<file path="config.mk">
export PLATFORM = sky130hd
export DESIGN_NAME = acc_restore_up_flat
export DESIGN_NICKNAME = d
export VERILOG_FILES = /design/src/rtl/acc_restore_up_pkg.sv /design/src/rtl/acc_restore_up_if.sv /design/src/rtl/acc_restore_up_fa_bit_up.sv /design/src/rtl/acc_restore_up.sv /design/src/flat_wrapper.sv
export SDC_FILE = /design/constraint.sdc
export NUM_CORES = 1
export LEC_CHECK = 0
export CAP_MARGIN = 20
export CORE_ASPECT_RATIO = 0.9
export CORE_MARGIN = 2
export CORE_UTILIZATION = 52
export DETAILED_ROUTE_END_ITERATION = 16
export GPL_TIMING_DRIVEN = 1
export MAX_ROUTING_LAYER = met4
export PLACE_DENSITY = 0.78
export SLEW_MARGIN = 10
export SYNTH_ARGS = -nofsm -noshare
export SYNTH_HDL_FRONTEND = slang
export SYNTH_SLANG_ARGS = --single-unit
</file>
<file path="constraint.sdc">
create_clock -name clk -period 2.2 [get_ports clk]
set_input_delay 0.44 -clock clk [delete_from_list [all_inputs] [get_ports clk]]
set_output_delay 0.44 -clock clk [all_outputs]
set_load 0.02 [all_outputs]
</file>
<file path="src/rtl/acc_restore_up_pkg.sv">
// Shared ALU-side definitions: FSM state encoding and default word width.
package proc_alu_pkg;
  localparam int WORD_W = 8;

  typedef enum logic [1:0] {
    IDLE = 2'd0,
    RUN  = 2'd1,
    DONE = 2'd2
  } state_t;
endpackage

</file>
<file path="src/rtl/acc_restore_up_if.sv">
// Operand/result handshake bundle for the accumulator-restore unit.
interface acc_restore_up_if #(parameter int W = 8);
  logic         in_valid;
  logic         in_ready;
  logic [W-1:0] rd_data;
  logic [W-1:0] diff_mag;
  logic         diff_neg;
  logic         out_valid;
  logic         out_ready;
  logic [W-1:0] acc_out;
  logic         range_err;

  modport master (
    output in_valid, rd_data, diff_mag, diff_neg, out_ready,
    input  in_ready, out_valid, acc_out, range_err
  );

  modport slave (
    input  in_valid, rd_data, diff_mag, diff_neg, out_ready,
    output in_ready, out_valid, acc_out, range_err
  );
endinterface

</file>
<file path="src/rtl/acc_restore_up_fa_bit_up.sv">
// Combinational 1-bit full adder, the only arithmetic cell of the serial datapath.
module fa_bit_up (
  input  logic i_a,
  input  logic i_b,
  input  logic i_cin,
  output logic o_s,
  output logic o_cout
);
  assign o_s    = i_a ^ i_b ^ i_cin;
  assign o_cout = (i_a & i_b) | (i_a & i_cin) | (i_b & i_cin);
endmodule

</file>
<file path="src/rtl/acc_restore_up.sv">
// Bit-serial accumulator restore: acc = rd + mag (neg=0) or rd - mag (neg=1),
// one full-adder cell reused over W cycles, LSB first.
module acc_restore_up
  import proc_alu_pkg::*;
#(
  parameter  int W  = WORD_W,
  localparam int CW = $clog2(W)
) (
  input  logic              clk,
  input  logic              rst,
  acc_restore_up_if.slave   bus
);
  localparam logic [CW-1:0] LAST = CW'(W - 1);

  state_t          r_state;
  logic [W-1:0]    r_rd_sr;
  logic [W-1:0]    r_mag_sr;
  logic [W-1:0]    r_res_sr;
  logic [W-1:0]    r_acc;
  logic [CW-1:0]   r_cnt;
  logic            r_neg;
  logic            r_carry;
  logic            r_err;
  logic            r_out_valid;

  logic            w_b;
  logic            w_s;
  logic            w_cout;
  logic [W-1:0]    w_res_nxt;

  // Subtraction is rd + ~mag + 1: invert mag per bit, the +1 is the preloaded carry.
  assign w_b       = r_mag_sr[0] ^ r_neg;
  assign w_res_nxt = {w_s, r_res_sr[W-1:1]};

  fa_bit_up u_fa (
    .i_a    (r_rd_sr[0]),
    .i_b    (w_b),
    .i_cin  (r_carry),
    .o_s    (w_s),
    .o_cout (w_cout)
  );

  always_ff @(posedge clk or posedge rst) begin
    if (rst) begin
      r_state     <= IDLE;
      r_rd_sr     <= '0;
      r_mag_sr    <= '0;
      r_res_sr    <= '0;
      r_acc       <= '0;
      r_cnt       <= '0;
      r_neg       <= 1'b0;
      r_carry     <= 1'b0;
      r_err       <= 1'b0;
      r_out_valid <= 1'b0;
    end else begin
      case (r_state)
        IDLE: begin
          if (bus.in_valid) begin
            r_rd_sr  <= bus.rd_data;
            r_mag_sr <= bus.diff_mag;
            r_neg    <= bus.diff_neg;
            r_carry  <= bus.diff_neg;
            r_res_sr <= '0;
            r_cnt    <= '0;
            r_state  <= RUN;
          end
        end
        RUN: begin
          r_carry  <= w_cout;
          r_res_sr <= w_res_nxt;
          r_rd_sr  <= {1'b0, r_rd_sr[W-1:1]};
          r_mag_sr <= {1'b0, r_mag_sr[W-1:1]};
          if (r_cnt == LAST) begin
            r_acc       <= w_res_nxt;
            // Adding: carry out means overflow. Subtracting: missing carry means borrow.
            r_err       <= w_cout ^ r_neg;
            r_out_valid <= 1'b1;
            r_state     <= DONE;
          end else begin
            r_cnt <= r_cnt + 1'b1;
          end
        end
        DONE: begin
          if (bus.out_ready) begin
            r_out_valid <= 1'b0;
            r_state     <= IDLE;
          end
        end
        default: r_state <= IDLE;
      endcase
    end
  end

  assign bus.in_ready  = (r_state == IDLE);
  assign bus.out_valid = r_out_valid;
  assign bus.acc_out   = r_acc;
  assign bus.range_err = r_err;
endmodule

</file>
<file path="src/flat_wrapper.sv">
// flat-port wrapper written by rule: the top's interface ports become plain ports
module acc_restore_up_flat import proc_alu_pkg::*;
#(
  parameter  int W  = WORD_W,
  localparam int CW = $clog2(W)
)
  (clk, rst, bus_in_valid, bus_rd_data, bus_diff_mag, bus_diff_neg, bus_out_ready, bus_in_ready, bus_out_valid, bus_acc_out, bus_range_err);
  acc_restore_up_if #(.W(W)) bus_i ();
  input  logic clk;
  input  logic rst;
  input wire logic [$bits(bus_i.in_valid)-1:0] bus_in_valid;
  input wire logic [$bits(bus_i.rd_data)-1:0] bus_rd_data;
  input wire logic [$bits(bus_i.diff_mag)-1:0] bus_diff_mag;
  input wire logic [$bits(bus_i.diff_neg)-1:0] bus_diff_neg;
  input wire logic [$bits(bus_i.out_ready)-1:0] bus_out_ready;
  output wire logic [$bits(bus_i.in_ready)-1:0] bus_in_ready;
  output wire logic [$bits(bus_i.out_valid)-1:0] bus_out_valid;
  output wire logic [$bits(bus_i.acc_out)-1:0] bus_acc_out;
  output wire logic [$bits(bus_i.range_err)-1:0] bus_range_err;
  assign bus_i.in_valid = bus_in_valid;
  assign bus_i.rd_data = bus_rd_data;
  assign bus_i.diff_mag = bus_diff_mag;
  assign bus_i.diff_neg = bus_diff_neg;
  assign bus_i.out_ready = bus_out_ready;
  assign bus_in_ready = bus_i.in_ready;
  assign bus_out_valid = bus_i.out_valid;
  assign bus_acc_out = bus_i.acc_out;
  assign bus_range_err = bus_i.range_err;
  acc_restore_up #(.W(W)) u_core (.clk(clk), .rst(rst), .bus(bus_i));
endmodule
</file>
## Word-level counts from Yosys, hierarchy flattened

Index checks and enable logic that the tools add are counted.

| word-level totals | value |
|---|---|
| output and inout port bits | 11 |
| flip-flop bits (word level) | 41 |
| input port bits | 21 |
| word-level logic and storage cells | 54 |

| operators by class | value |
|---|---|
| bitwise gates (word level) | 9 |
| mux-type cells | 18 |
| reduce and logical (&&, ||, !) cells | 9 |
| $add $sub $neg | 1 |
| equal/unequal tests | 7 |

Operators by type and width:

| cell | count |
|---|---|
| $pmux 8 s2 | 3 |
| $mux 8 | 3 |
| $reduce_and 3->1 | 3 |
| $mux 2 | 3 |
| $mux 3 | 2 |
| $ne 2x2->1 const B | 3 |
| $pmux 2 s3 | 1 |
| $pmux 3 s2 | 1 |
| $reduce_and 2->1 | 3 |
| $pmux 1 s2 | 2 |
| $reduce_bool 2->1 | 2 |
| $xor 1x1->1 | 4 |
| $add 3x1->3 const B | 1 |
| $and 1x1->1 | 3 |
| $eq 3x3->1 const B | 1 |
| $mux 1 | 3 |
| $eq 2x1->1 const B | 1 |
| $eq 2x2->1 const B | 1 |
| $logic_not 2->1 | 1 |
| $ne 2x1->1 const B | 1 |
| $or 1x1->1 | 2 |

## Longest topological paths before layout

| depth | value |
|---|---|
| word-level depth | 5 |
| mapped depth | 5 |
| gate-level depth less buffers | 4 |

## By module

A second synthesis with hierarchy kept.

| second synthesis, totals | value |
|---|---|
| cell total of the unflattened synthesis | 168 |
| area total of the unflattened synthesis | 1,850.5 sq um |

Modules (own cells, without submodules):

| module | sequential area each (sq um) | cells an instance | area each (sq um) | times used |
|---|---|---|---|---|
| acc_restore_up | 1,001.0 | 167 | 1,830.5 | 1 |
| fa_bit_up | 0.0 | 1 | 20.0 | 1 |

## Worst setup path before layout

No wires, ideal clock.

| timing | value |
|---|---|
| path type | register to register |
| start point | reg u_core.r_cnt[0] |
| end point | reg u_core.r_acc[0], in the netlist u_core.bus.acc_out[0] |
| stages on the path, launching flop included | 6 |
| setup time | 125 ps |
| slack | 704 ps |
| clock period less this slack | 1,496 ps |
| path buffers | 1 |
| data arrival time | 1,371 ps |
| data required time | 2,075 ps |
| path through | dfrtp_1 > ha_1 > ha_1 > nand3b_1 > buf_6 > mux2_4 |

| on the way | value |
|---|---|
| word-level cells in the longest chain between the ends | 2 |

RTL lines:

| item | RTL line | RTL |
|---|---|---|
| from (decl) | acc_restore_up.sv:20 | `logic [CW-1:0] r_cnt;` |
| from (signal assigned) | acc_restore_up.sv:80 | `r_cnt <= r_cnt + 1'b1;` |
| $eq 3x3->1 | acc_restore_up.sv:73 | `if (r_cnt == LAST) begin` |
| $reduce_and 2->1 (no line) | - |  |
| to (signal assigned) | acc_restore_up.sv:74 | `r_acc <= w_res_nxt;` |
| to (decl) | acc_restore_up.sv:19 | `logic [W-1:0] r_acc;` |

No other way between the ends.
A chain may end at the register's enable or synchronous reset.

## Final worst setup path

| timing | value |
|---|---|
| start point | reg u_core.r_state[1] |
| end point | out bus_in_ready |

| on the way | value |
|---|---|
| word-level cells in the longest chain between the ends | 1 |

RTL lines:

| item | RTL line | RTL |
|---|---|---|
| from (decl) | acc_restore_up.sv:15 | `state_t r_state;` |
| from (signal assigned) | acc_restore_up.sv:45 | `r_state <= IDLE;` |
| from (signal assigned) | acc_restore_up.sv:65 | `r_state <= RUN;` |
| from (signal assigned) | acc_restore_up.sv:78 | `r_state <= DONE;` |
| $logic_not 2->1 | acc_restore_up.sv:94 | `assign bus.in_ready = (r_state == IDLE);` |
| to (decl) | flat_wrapper.sv:16 | `output wire logic [$bits(bus_i.in_ready)-1:0] bus_in_ready;` |

No other way between the ends.

==> impl_metrics.yaml <==
status:
  outcome: "completed"
pwr:
  power_switching_mw: 1.10
  power.share.sequential: 0.387
  power.share.switching: 0.338
  internal_power_mw: 2.16
  power.clock.fraction: 0.192
  max-vdd-ir-drop_mv: 0.726
  power.density_nw_per_um2: 1380
  report.power.total_mw: 3.26
  total_leakage_power_nw: 1.07
  comb_power_share: 0.421
placement:
  gp_congestion: 0.776
  dp_hpwl_um: 2460
  io_buffer_count: 31
  number_of_placed_cells_counting_well_taps: 222
grt:
  wire_length_of_the_first_global_routing_pass_um: 6080
  groute.usage.overall: 0.212
  maximum_number_of_pins_on_one_net_before_global_route_repair: 41
  global_route.overflow_total: 0
  antenna_found_initial: 0
  first_global_vias: 1275
synthesis:
  post_synth_xor_area_fraction: 0.00907
  synthDistinctLibCells: 34
  synth-simple-area-share: 0.135
  yosys.area.top_type_share: 0.518
  ys_seq_elements: 40
  seq_area_frac_synth: 0.518
  netlist_area_pre_place_um2: 1930
  synth_top_family_by_area: "compound AO/OA/AOI/OAI gates"
  synth_enable_flop_cells: 0
  synthCells: 154
  synthMostInstantiatedCell: "dfrtp_1"
  synth_compound_area_frac: 0.160
  synth_area_per_cell_um2: 12.5
  synth_flop_cell: "dfrtp_1"
  postSynth.asyncResetShare: 1.00
  synth_fa_ha_area_frac: 0.0233
  muxShareOfSynthArea: 0.0732
  synth_top_area_cell: "dfrtp_1"
  yosys-top-cells-area: "dfrtp_1 (52%), mux2_4 (6.2%), o221a_2 (3.5%), or4b_1 (3.1%), buf_6 (2.9%)"
  syn_nets: 178
  synth_warnings: 0
  top_cell_types_by_occurrence_after_synthesis: "dfrtp_1 (40), inv_1 (15), mux2_4 (8)"
finish:
  layout-area-overhead-vs-synth_pct: 22.3
  final_layout_size_suffix_gt1_frac: 0.172
  num_antenna_cells: 0
  final_nets: 209
  fillerInstances: 271
  final_cell_count_no_fill: 230
sta:
  hold-worst-slack_ns: 0.512
  grt_setup_unrepaired: "false"
  finalSetupTns_ns: 0
  fin_skew_ns: 0.00581
  max_clock_freq_mhz: 477
  final_worst_path_period_need_ns: 2.10
  report.final.slew_viol_count: 0
  timing.final.crit_share: 0.954
  setup-violations-final: 0
  maxSlewHeadroom: 0.548
  tightest_slew_ns: 0.676
  timing.final.hold_violations: 0
floorplan:
  rows: 20
  top_level_ports: 32
  die-width_um: 68.3
  starting_density_of_the_core: 0.555
  coreArea_um2: 3480
  floorplan.die.height_um: 61.8
  design.die.area_um2: 4220
routing:
  drt_pass_1_iters: 4
  drt-initial-drc-count: 121
  detail_route.vias_per_cell: 5.76
  wl_per_cell_um: 15.8
  ant_nets: 0
  routed_wirelength_um: 3640
  drc: 0
  total_via_count_after_detailed_routing: 1324
clock_network:
  clockBufferDepth: 2
  tritoncts.num_buffers: 5
  post-cts-setup-buffer-count: 0
  worstSkewPairLatency_ns: 0.30
  cts.hold.buffers_added: 0
  tritoncts_clock_tree: "done"
  worst_setup_hold_path_clk_slew_ns: 0.07
  tritoncts_num_sinks: 40
  cts.repair.resized: 0
  cts.htree.levels: 2
  cts_root_buf: "clkbuf_8"
worst_hold_path:
  min-delay-path-class: "reg -> reg"
  hold_start: "u_core.bus.range_err"
  worstHoldEndpoint: "u_core.bus.range_err"
  hold_depth: 1
setup_path:
  reg2regPathDepth: 3
  arrival_ns: 1.66
  worst-endpoint-required_ns: 1.76
  r2r_slack_ns: 0.51
  crit_path_max_fanout: 5
  r2r-end: "u_core.r_carry"
  critical_path.reg2reg.startpoint: "u_core.r_state[0]"
  criticalPathCategory: "reg -> out"
  worst_setup_path_startpoint: "u_core.r_state[1]"
  endpoint_class_of_the_critical_path: "output port"
  setup.worst_path.start_class: "flip-flop"
flow_run:
  max_cap_viol_count: 0
-- layer usage --
metal | vias to the layer above | GRT usage | wire (µm)
met5 | - | - | 0
met4 | 0 | 0.126 | 80
met3 | 7 | 0.0595 | 152
met2 | 28 | 0.305 | 1760
met1 | 661 | 0.269 | 1650
li1 | 628 | - | -
-- flip-flops by register name (all words and copies together), names as in the netlist --
register and count:
u_core.r_state 2, u_core.bus.acc_out 8, u_core.r_cnt 3, u_core.r_rd_sr 8, u_core.bus.range_err 1, u_core.r_neg 1, u_core.r_carry 1, u_core.bus.out_valid 1
u_core.r_mag_sr 8, u_core.r_res_sr 7
-- power groups by stage --
stage	logic [mW]	clock network (mW)	registers [mW]
3_3_place_gp	1.32	0	1.25
4_1_cts	1.39	0.642	1.26
5_1_grt	1.53	0.681	1.30
6_report	1.37	0.627	1.26
3_5_place_dp	1.38	0	1.27
2_1_floorplan	0.978	0	1.31
-- kinds of logic after synthesis --
family / after synthesis
flip-flops: 40
AND/OR/NAND/NOR: 38
AO/OA/AOI/OAI: 33
buffers and inverters: 28
multiplexers: 10
adder cells (fa/ha/maj): 3
XOR/XNOR: 2
-- critical path: stages (launching register included) --
cell             delay [ns]
dfrtp_1                0.38
nor2_1                 0.31
clkdlybuf4s50_1        0.68
-- metrics by stage --
stage	instance area [µm²]	utilization	setup slack [ns]
2_1_floorplan	1930	-	0.704
5_1_grt	2360	0.679	0.0568
4_1_cts	2360	0.679	0.0968
3_5_place_dp	2240	0.645	0.232
6_report	2360	0.679	0.102
3_3_place_gp	2240	0.645	0.285
-- layout by cell type, fill, tap and decap left out, drive strengths merged --
cell type / netlist / final
dfrtp: 40 / 40
clkdlybuf4s50: 0 / 31
inv: 15 / 15
mux2: 9 / 9
nor2: 6 / 6
or4b: 6 / 6
o221a: 6 / 6
a22o: 6 / 6
clkbuf: 1 / 6
buf: 12 / 6
nor4b: 5 / 5
a221oi: 5 / 5
nor2b: 5 / 5
nand2b: 4 / 4
a222oi: 4 / 4
nand3: 3 / 3
o221ai: 3 / 3
nor3b: 3 / 3
nand2: 2 / 2
a21oi: 2 / 2
o2bb2ai: 2 / 2
xnor2: 2 / 2
nor4bb: 2 / 2
a211o: 2 / 2
ha: 2 / 2
nand3b: 1 / 1
o21ai: 1 / 1
o21ba: 1 / 1
or2: 1 / 1
o21bai: 1 / 1
mux2i: 1 / 1
fa: 1 / 1
bufinv: 0 / 1
clkinv: 0 / 1
-- final cells by class --
cell class	instances	area [µm²]	share of cell area
sequential	40	1000	0.424
multi-input combinational	86	774	0.328
timing repair buffer	37	355	0.150
clock buffer	6	82.6	0.0349
inverter	15	56.3	0.0238
tap	44	55.1	0.0233
clock inverter	2	38.8	0.0164
-- worst max path at each step --
stage | end | slack, ns | cells after the start
after floorplan | u_core.bus.acc_out[0] | 0.70 | 5
after global placement | u_core.r_neg | 0.29 | 3
after detailed placement | u_core.r_neg | 0.23 | 3
after CTS | bus_in_ready | 0.1 | 2
after global routing | bus_in_ready | 0.06 | 2
final | bus_in_ready | 0.10 | 2
No activity file was read; power rests on OpenSTA's default activity.
